[src/rtl/phase_sequencer.sv]
// Instruction phase generator and run/stop/step/breakpoint controller for the CPU controller.
// Registered outputs except cpu_en, which is combinational so a breakpoint freezes the datapath in the same cycle.
module phase_sequencer #(
    parameter int AWIDTH = 5,
    parameter int CNT_W  = 16
) (
    input  logic              clk,
    input  logic              rst,
    input  logic              run_req,
    input  logic              step_req,
    input  logic              stop_req,
    input  logic              halt,
    input  logic [AWIDTH-1:0] pc_addr,
    input  logic [AWIDTH-1:0] bp_addr,
    input  logic              bp_valid,
    output logic [2:0]        phase,
    output logic              cpu_en,
    output logic [1:0]        state,
    output logic              stopped,
    output logic              bp_hit,
    output logic [CNT_W-1:0]  instr_cnt
);

    typedef enum logic [1:0] {
        ST_IDLE   = 2'd0,
        ST_RUN    = 2'd1,
        ST_STEP   = 2'd2,
        ST_HALTED = 2'd3
    } state_e;

    state_e             state_q, state_d;
    logic [2:0]         phase_q, phase_d;
    logic               bp_hit_q, bp_hit_d;
    logic [CNT_W-1:0]   cnt_q, cnt_d;
    logic               stop_pending_q, stop_pending_d;
    logic               resume_q, resume_d;

    logic bp_stop;
    logic active;
    logic wrap;
    logic halt_ev;

    // resume masks the breakpoint we just stopped on until the first phase advance
    assign bp_stop = bp_valid && (pc_addr == bp_addr) && (phase_q == 3'd0)
                     && (state_q == ST_RUN) && !resume_q;
    assign active  = (state_q == ST_RUN) || (state_q == ST_STEP);
    assign cpu_en  = active && !bp_stop;
    assign wrap    = cpu_en && (phase_q == 3'd7);
    assign halt_ev = cpu_en && (phase_q == 3'd4) && halt;

    always_ff @(posedge clk) begin
        if (rst) begin
            state_q        <= ST_IDLE;
            phase_q        <= 3'd0;
            bp_hit_q       <= 1'b0;
            cnt_q          <= '0;
            stop_pending_q <= 1'b0;
            resume_q       <= 1'b0;
        end else begin
            state_q        <= state_d;
            phase_q        <= phase_d;
            bp_hit_q       <= bp_hit_d;
            cnt_q          <= cnt_d;
            stop_pending_q <= stop_pending_d;
            resume_q       <= resume_d;
        end
    end

    always_comb begin
        state_d        = state_q;
        phase_d        = phase_q;
        bp_hit_d       = 1'b0;
        cnt_d          = cnt_q;
        stop_pending_d = stop_pending_q;
        resume_d       = resume_q;

        if (cpu_en) begin
            phase_d  = phase_q + 3'd1;
            resume_d = 1'b0;
        end
        if (wrap) begin
            cnt_d = cnt_q + {{(CNT_W-1){1'b0}}, 1'b1};
        end

        unique case (state_q)
            ST_IDLE: begin
                phase_d = 3'd0;
                if (step_req) begin
                    state_d  = ST_STEP;
                    resume_d = 1'b1;
                end else if (run_req) begin
                    state_d  = ST_RUN;
                    resume_d = 1'b1;
                end
            end
            ST_RUN: begin
                if (bp_stop) begin
                    state_d        = ST_IDLE;
                    bp_hit_d       = 1'b1;
                    stop_pending_d = 1'b0;
                end else if (halt_ev) begin
                    state_d        = ST_HALTED;
                    stop_pending_d = 1'b0;
                end else if (wrap && stop_pending_q) begin
                    state_d        = ST_IDLE;
                    stop_pending_d = 1'b0;
                end else if (stop_req) begin
                    stop_pending_d = 1'b1;
                end
            end
            ST_STEP: begin
                if (halt_ev) begin
                    state_d = ST_HALTED;
                end else if (wrap) begin
                    state_d = ST_IDLE;
                end
            end
            ST_HALTED: begin
                if (step_req) begin
                    state_d = ST_STEP;
                end else if (run_req) begin
                    state_d = ST_RUN;
                end
            end
            default: state_d = ST_IDLE;
        endcase
    end

    assign phase     = phase_q;
    assign state     = state_q;
    assign stopped   = (state_q == ST_IDLE) || (state_q == ST_HALTED);
    assign bp_hit    = bp_hit_q;
    assign instr_cnt = cnt_q;

endmodule
[config.mk]
export PLATFORM = sky130hd
export DESIGN_NAME = phase_sequencer
export DESIGN_NICKNAME = d
export VERILOG_FILES = /design/src/rtl/phase_sequencer.sv
export SDC_FILE = /design/constraint.sdc
export NUM_CORES = 1
export LEC_CHECK = 0
export CORE_MARGIN = 2
export CORE_UTILIZATION = 47
export CTS_CLUSTER_SIZE = 28
export DETAILED_ROUTE_END_ITERATION = 16
export GPL_ROUTABILITY_DRIVEN = 0
export PLACE_DENSITY = 0.79
export SYNTH_ARGS = -nofsm -noshare
export SYNTH_HDL_FRONTEND = slang
export SYNTH_SLANG_ARGS = --single-unit
[constraint.sdc]
create_clock -name clk -period 2.35 [get_ports clk]
set_input_delay 0.235 -clock clk [delete_from_list [all_inputs] [get_ports clk]]
set_output_delay 0.235 -clock clk [all_outputs]
set_load 0.005 [all_outputs]
Word level (Yosys, flattened, before mapping)
Cells that the tools add are included.
{"block": "word_totals", "mem_count": 0, "mem_bits_rw": 0, "inputBits": 17, "regBits": 24, "out_inout_bits": 24, "romBits": 0, "latch_bits": 0, "word_cells": 56}
{"block": "op_classes", "muxes": 17, "reduce_logical": 21, "bitwise_logic": 1, "order_cmp": 0, "div": 0, "n_shift": 0, "multipliers": 0, "eq_ne": 9, "n_addsub": 2}
{"operator": "16-bit by 1-bit adder with 16-bit output, second input constant", "n": 1}
{"operator": "2-bit 2-to-1 mux", "n": 7}
{"operator": "1-bit logical AND", "n": 9}
{"operator": "1-bit 2-to-1 mux", "n": 9}
{"operator": "3-bit equality test, second input constant", "n": 2}
{"operator": "2-bit one-hot mux with 3 select lines", "n": 1}
{"operator": "2-bit OR reduction", "n": 3}
{"operator": "5-bit equality test", "n": 1}
{"operator": "2-bit equality test, second input constant", "n": 2}
{"operator": "4-bit by 3-bit != test with 1-bit output, second input constant", "n": 1}
{"operator": "4-bit nonzero test", "n": 1}
{"operator": "3-bit by 1-bit adder with 3-bit output, second input constant", "n": 1}
{"operator": "3-bit logical NOT", "n": 1}
{"operator": "3-bit by 1-bit != test with 1-bit output, second input constant", "n": 1}
{"operator": "3-bit != test, second input constant", "n": 1}
{"operator": "3-bit AND reduction", "n": 1}
{"operator": "2-bit by 1-bit equality test with 1-bit output, second input constant", "n": 1}
{"operator": "1-bit logical NOT", "n": 2}
{"operator": "2-bit logical NOT", "n": 1}
{"operator": "1-bit logical OR", "n": 2}
{"operator": "2-bit AND reduction", "n": 1}
{"operator": "1-bit NOT", "n": 1}

Longest topological paths before layout
{"block": "logic_depth", "depth_word": 13, "depth_mapped": 8, "mapped_depth_nobuf": 7}

Least setup slack after synthesis
OpenSTA, ideal clock, no wires.
{"block": "synth_timing", "kind": "flip-flop to flip-flop", "start": "register state_q[1] (netlist: state[1])", "end": "register cnt_q[9] (netlist: instr_cnt[9])", "path_buffers": 1, "period_less_slack_ns": 1.833, "stages_incl_launch_ff": 9, "t_arrival_ns": 1.712, "t_required_ns": 2.229, "setup_slack_ns": 0.517, "setup_time_ns": 0.121, "path_cell_list": "dfxtp_1 -> inv_1 -> ha_1 -> and3b_1 -> nand4_4 -> o21a_1 -> buf_2 -> nand4_1 -> mux2_2"}
{"block": "synth_between", "elab_chain_cells": 6, "elab_cells_between_ends": 8, "classes_between": "2 x eq/ne; 6 x reduce/logical"}
{"item": "start: declaration", "line_no": "31", "text": "state_e state_q, state_d;"}
{"item": "start signal: assignment", "line_no": "60", "text": "state_q <= state_d;"}
{"item": "2-bit by 1-bit equality test with 1-bit output", "line_no": "45, 46"}
{"item": "1-bit logical AND (2 in a row)", "line_no": "45", "text": "&& (state_q == ST_RUN) && !resume_q;"}
{"item": "1-bit logical NOT", "line_no": "47", "text": "assign cpu_en = active && !bp_stop;"}
{"item": "1-bit logical AND *", "line_no": "47"}
{"item": "net cpu_en", "line_no": "17", "text": "output logic cpu_en,"}
{"item": "1-bit logical AND *", "line_no": "48", "text": "assign wrap = cpu_en && (phase_q == 3'd7);"}
{"item": "end signal: assignment", "line_no": "63", "text": "cnt_q <= cnt_d;"}
{"item": "end: declaration", "line_no": "34", "text": "logic [CNT_W-1:0] cnt_q, cnt_d;"}
The timed path passes the listed nets; every way through them passes the cells marked *.
A chain may end at the register's enable or synchronous reset.

Worst setup path in the final report
{"block": "layout_timing", "start": "register phase_q[0] (netlist: phase[0])", "end": "output cpu_en"}
{"block": "layout_between", "elab_chain_cells": 6}
{"item": "start: declaration", "line_no": "32", "text": "logic [2:0] phase_q, phase_d;"}
{"item": "start signal: assignment", "line_no": "61", "text": "phase_q <= phase_d;"}
{"item": "3-bit logical NOT", "line_no": "44", "text": "assign bp_stop = bp_valid && (pc_addr == bp_addr) && (phase_q == 3'd0)"}
{"item": "1-bit logical AND", "line_no": "44"}
{"item": "1-bit logical AND (2 in a row)", "line_no": "45"}
{"item": "1-bit logical NOT", "line_no": "47"}
{"item": "1-bit logical AND", "line_no": "47"}
{"item": "end: declaration", "line_no": "17"}
Every way passes these cells.

==> reports/results.ini <==
[synth]
synth_ff_type = dfxtp_1
synth.top_cells.by_area = dfxtp_1 34%, ha_1 7.1%, a21oi_1 4.6%, xnor2_1 4.4%, o31ai_1 3.2%
syn-num-nets = 176
yosys.area.top_type = dfxtp_1
ys_seq_area_share_pct = 34.2
synth_top_cell_area_share_pct = 34.2
ys_types = 44
avgSynthCellArea_um2 = 9.30
synth.most_common_cell = dfxtp_1
netlist_area_um2 = 1400
syn-instance-count = 151
ys_top_cells_by_count = 24 x dfxtp_1, 13 x a21oi_1, 9 x inv_1, 8 x ha_1, 8 x o21ai_0
ys_warn_count = 0
synthArstFlopShare_pct = 0
synth_edf_count = 0
synth-seq-cells = 24

[timing]
fmax_mhz = 443
tightest_slew_ns = 0.702
report.final.slew_viol_count = 0
setup_ws_ns = 0.0936
relSlewSlack_pct = 53.1
fin_skew_ns = 0.00215
setup_violations = 0
finalCritPeriodShare_pct = 96.0
hold_violations = 0
min_period_ns = 2.26

[floorplanning]
dieArea_um2 = 3440
fp-row-count = 19
die-height_um = 58.7
initial_core_util_pct = 50.0
fp.dieW_um = 58.7
core_area_um2 = 2810
pin_count = 41

[cts]
htree_levels = 1
clk_latency_ns = 0.32
max-clock-path-buffers = 2
cts_hold_buffers = 0
clk_pin_slew_ns = 0.14
numCtsBuffers = 3
clk_root_buffer_cell = clkbuf_4
cts.sinks = 24
cts_tree = built

[placed_design]
dp_cells = 219
dpl.hpwl_um = 2470
pre_cts_ws_ns = 0.121
place_area_um2 = 1820
io_buffers = 40

[worst_setup_path]
critPathArrivalTime_ns = 2.02
required_ns = 2.12
crit_chain = inv_1 > ha_1 > nor2b_4 > nand4_4 > o21a_4 > clkdlybuf4s50_1
regToRegEndpoint = instr_cnt[12]$_SDFFE_PP0P_
r2r-start = state[0]$_SDFFE_PP0P_
slowest_delay_ns = 0.44
cp_slowest_cell = clkdlybuf4s50_1
path_class = reg -> out
crit_fanout = 5
r2r_slack_ns = 0.22
rr_worst_depth = 5
critPathLaunchType = flop
endpoint_kind = primary output

[global_route]
grt_pass1_vias = 1211
grt_first_pass_wirelength_um = 5300
grt_start_max_net_pins = 19
antenna_found_initial = 0
grt-ovfl-total = 0
gr-usage-all-layers_pct = 19.6

[detailed_routing]
postRouteAntennaNets = 0
vias = 1315
vias_per_cell = 5.79
drt_iter0_drc = 49
drc_errors = 2
drt_first_pass_iters = 11
wl_per_cell_um = 14.5
wl_um = 3300

[power]
max-vdd-ir-drop_uv = 445
p_leak_nw = 0.685
power.density_nw_per_um2 = 747

[finish]
finalNetCount = 222
num-fill-cells = 223
design_area_um2 = 1930
drive_gt1_share_pct = 15.3
multi_input_area_um2 = 877
diodes = 0
final-seq-area_um2 = 484
stdcell_count = 227
syn2layout_area_growth_pct = 37.6

[worst_hold_path]
hold_path_class = reg -> reg
worstHoldPathCells = 2
holdPathEnd = instr_cnt[15]$_SDFFE_PP0P_
hold_start = instr_cnt[15]$_SDFFE_PP0P_

[status]
outcome = finished with violations
violations = design-rule violations

[run]
cap_violations = 0

metrics by stage:
step	TNS, ns	power (mW)	hold WS, ns	utilization [%]
final	0	1.44	0.498	68.9
after global routing	-0.0000580	1.52	0.524	68.9
after CTS	0	1.33	0.491	67.1
after detailed placement	0	1.00	0.473	64.8
after global placement	0	0.988	0.461	64.8
after floorplan	0	0.827	0.414	-
state kept, by name, indices dropped and copies added, names as in the netlist:
signal	count
resume_q	1
bp_hit	1
state	2
instr_cnt	16
phase	3
stop_pending_q	1
where the power goes:
group	internal (mW)	switching, mW	leakage [nW]
combinational	0.365	0.297	0.462
clock	0.172	0.130	0.0279
sequential	0.442	0.0372	0.195
total	0.979	0.464	0.685
cells in the final DEF (no fill, tap or decap), types with 7 or more instances in the layout:
| master | instances |
|---|---|
| clkdlybuf4s50_1 | 40 |
| dfxtp_1 | 21 |
| a21oi_1 | 13 |
| inv_1 | 8 |
| o21ai_0 | 8 |
| xnor2_1 | 7 |
| nor2_1 | 7 |
| ha_1 | 7 |
layout make-up:
cell class | count | share of cell area, %
multi-input combinational | 113 | 45.4
sequential | 24 | 25.1
timing repair buffer | 46 | 23.1
tap | 31 | 2.01
inverter | 9 | 1.75
clock inverter | 1 | 1.55
clock buffer | 3 | 1.17
layer usage:
| metal | vias up | global-route usage [%] | wire length (µm) |
|---|---|---|---|
| li1 | 653 | - | - |
| met1 | 624 | 23.8 | 1470 |
| met2 | 34 | 35.6 | 1660 |
| met3 | 4 | 4.40 | 140 |
| met4 | 0 | 3.90 | 30 |
| met5 | - | 0 | 0 |
timing repair:
item	in CTS	in global routing
gates resized for setup	6	5
setup buffers	0	4
setup endpoints to repair	1	1
pin swaps	0	1
worst max-delay path, delay by kind of cell, from the launching register on:
| family | cells | cell delay, ns |
|---|---|---|
| compound gates | 1 | 0.28 |
| fa+ha+maj | 1 | 0.19 |
| buf+inv | 2 | 0.51 |
| flops | 1 | 0.37 |
| simple gates | 2 | 0.36 |
how the worst max path moves through the flow:
| stage | endpoint | slack (ns) | depth (start not counted) | from |
|---|---|---|---|---|
| finish | cpu_en | 0.09 | 6 | phase[0]$_SDFFE_PP0P_ |
| global route | cpu_en | -0.00006 | 6 | phase[0]$_SDFFE_PP0P_ |
| CTS | cpu_en | 0.02 | 6 | state[1]$_SDFFE_PP0P_ |
| detailed placement | instr_cnt[1]$_SDFFE_PP0P_ | 0.12 | 6 | bp_addr[1] |
| global placement | cpu_en | 0.21 | 5 | bp_addr[1] |
| floorplan | instr_cnt[9]$_SDFFE_PP0P_ | 0.52 | 8 | state[1]$_SDFFE_PP0P_ |
cells by family (layout without fill, tap and decap cells):
| family | after synthesis | after routing | synth area share (%) |
|---|---|---|---|
| and+or+nand+nor | 51 | 51 | 24.2 |
| adders and majority gates | 8 | 8 | 7.13 |
| xor gates and xnor gates | 8 | 8 | 4.99 |
| muxes | 4 | 4 | 2.94 |
| AOI/OAI and AO/OA | 42 | 42 | 21.2 |
| DFF | 24 | 24 | 34.2 |
| buffers and inverters | 14 | 59 | 5.35 |
Note: power is estimated with default switching activity, not from simulation.
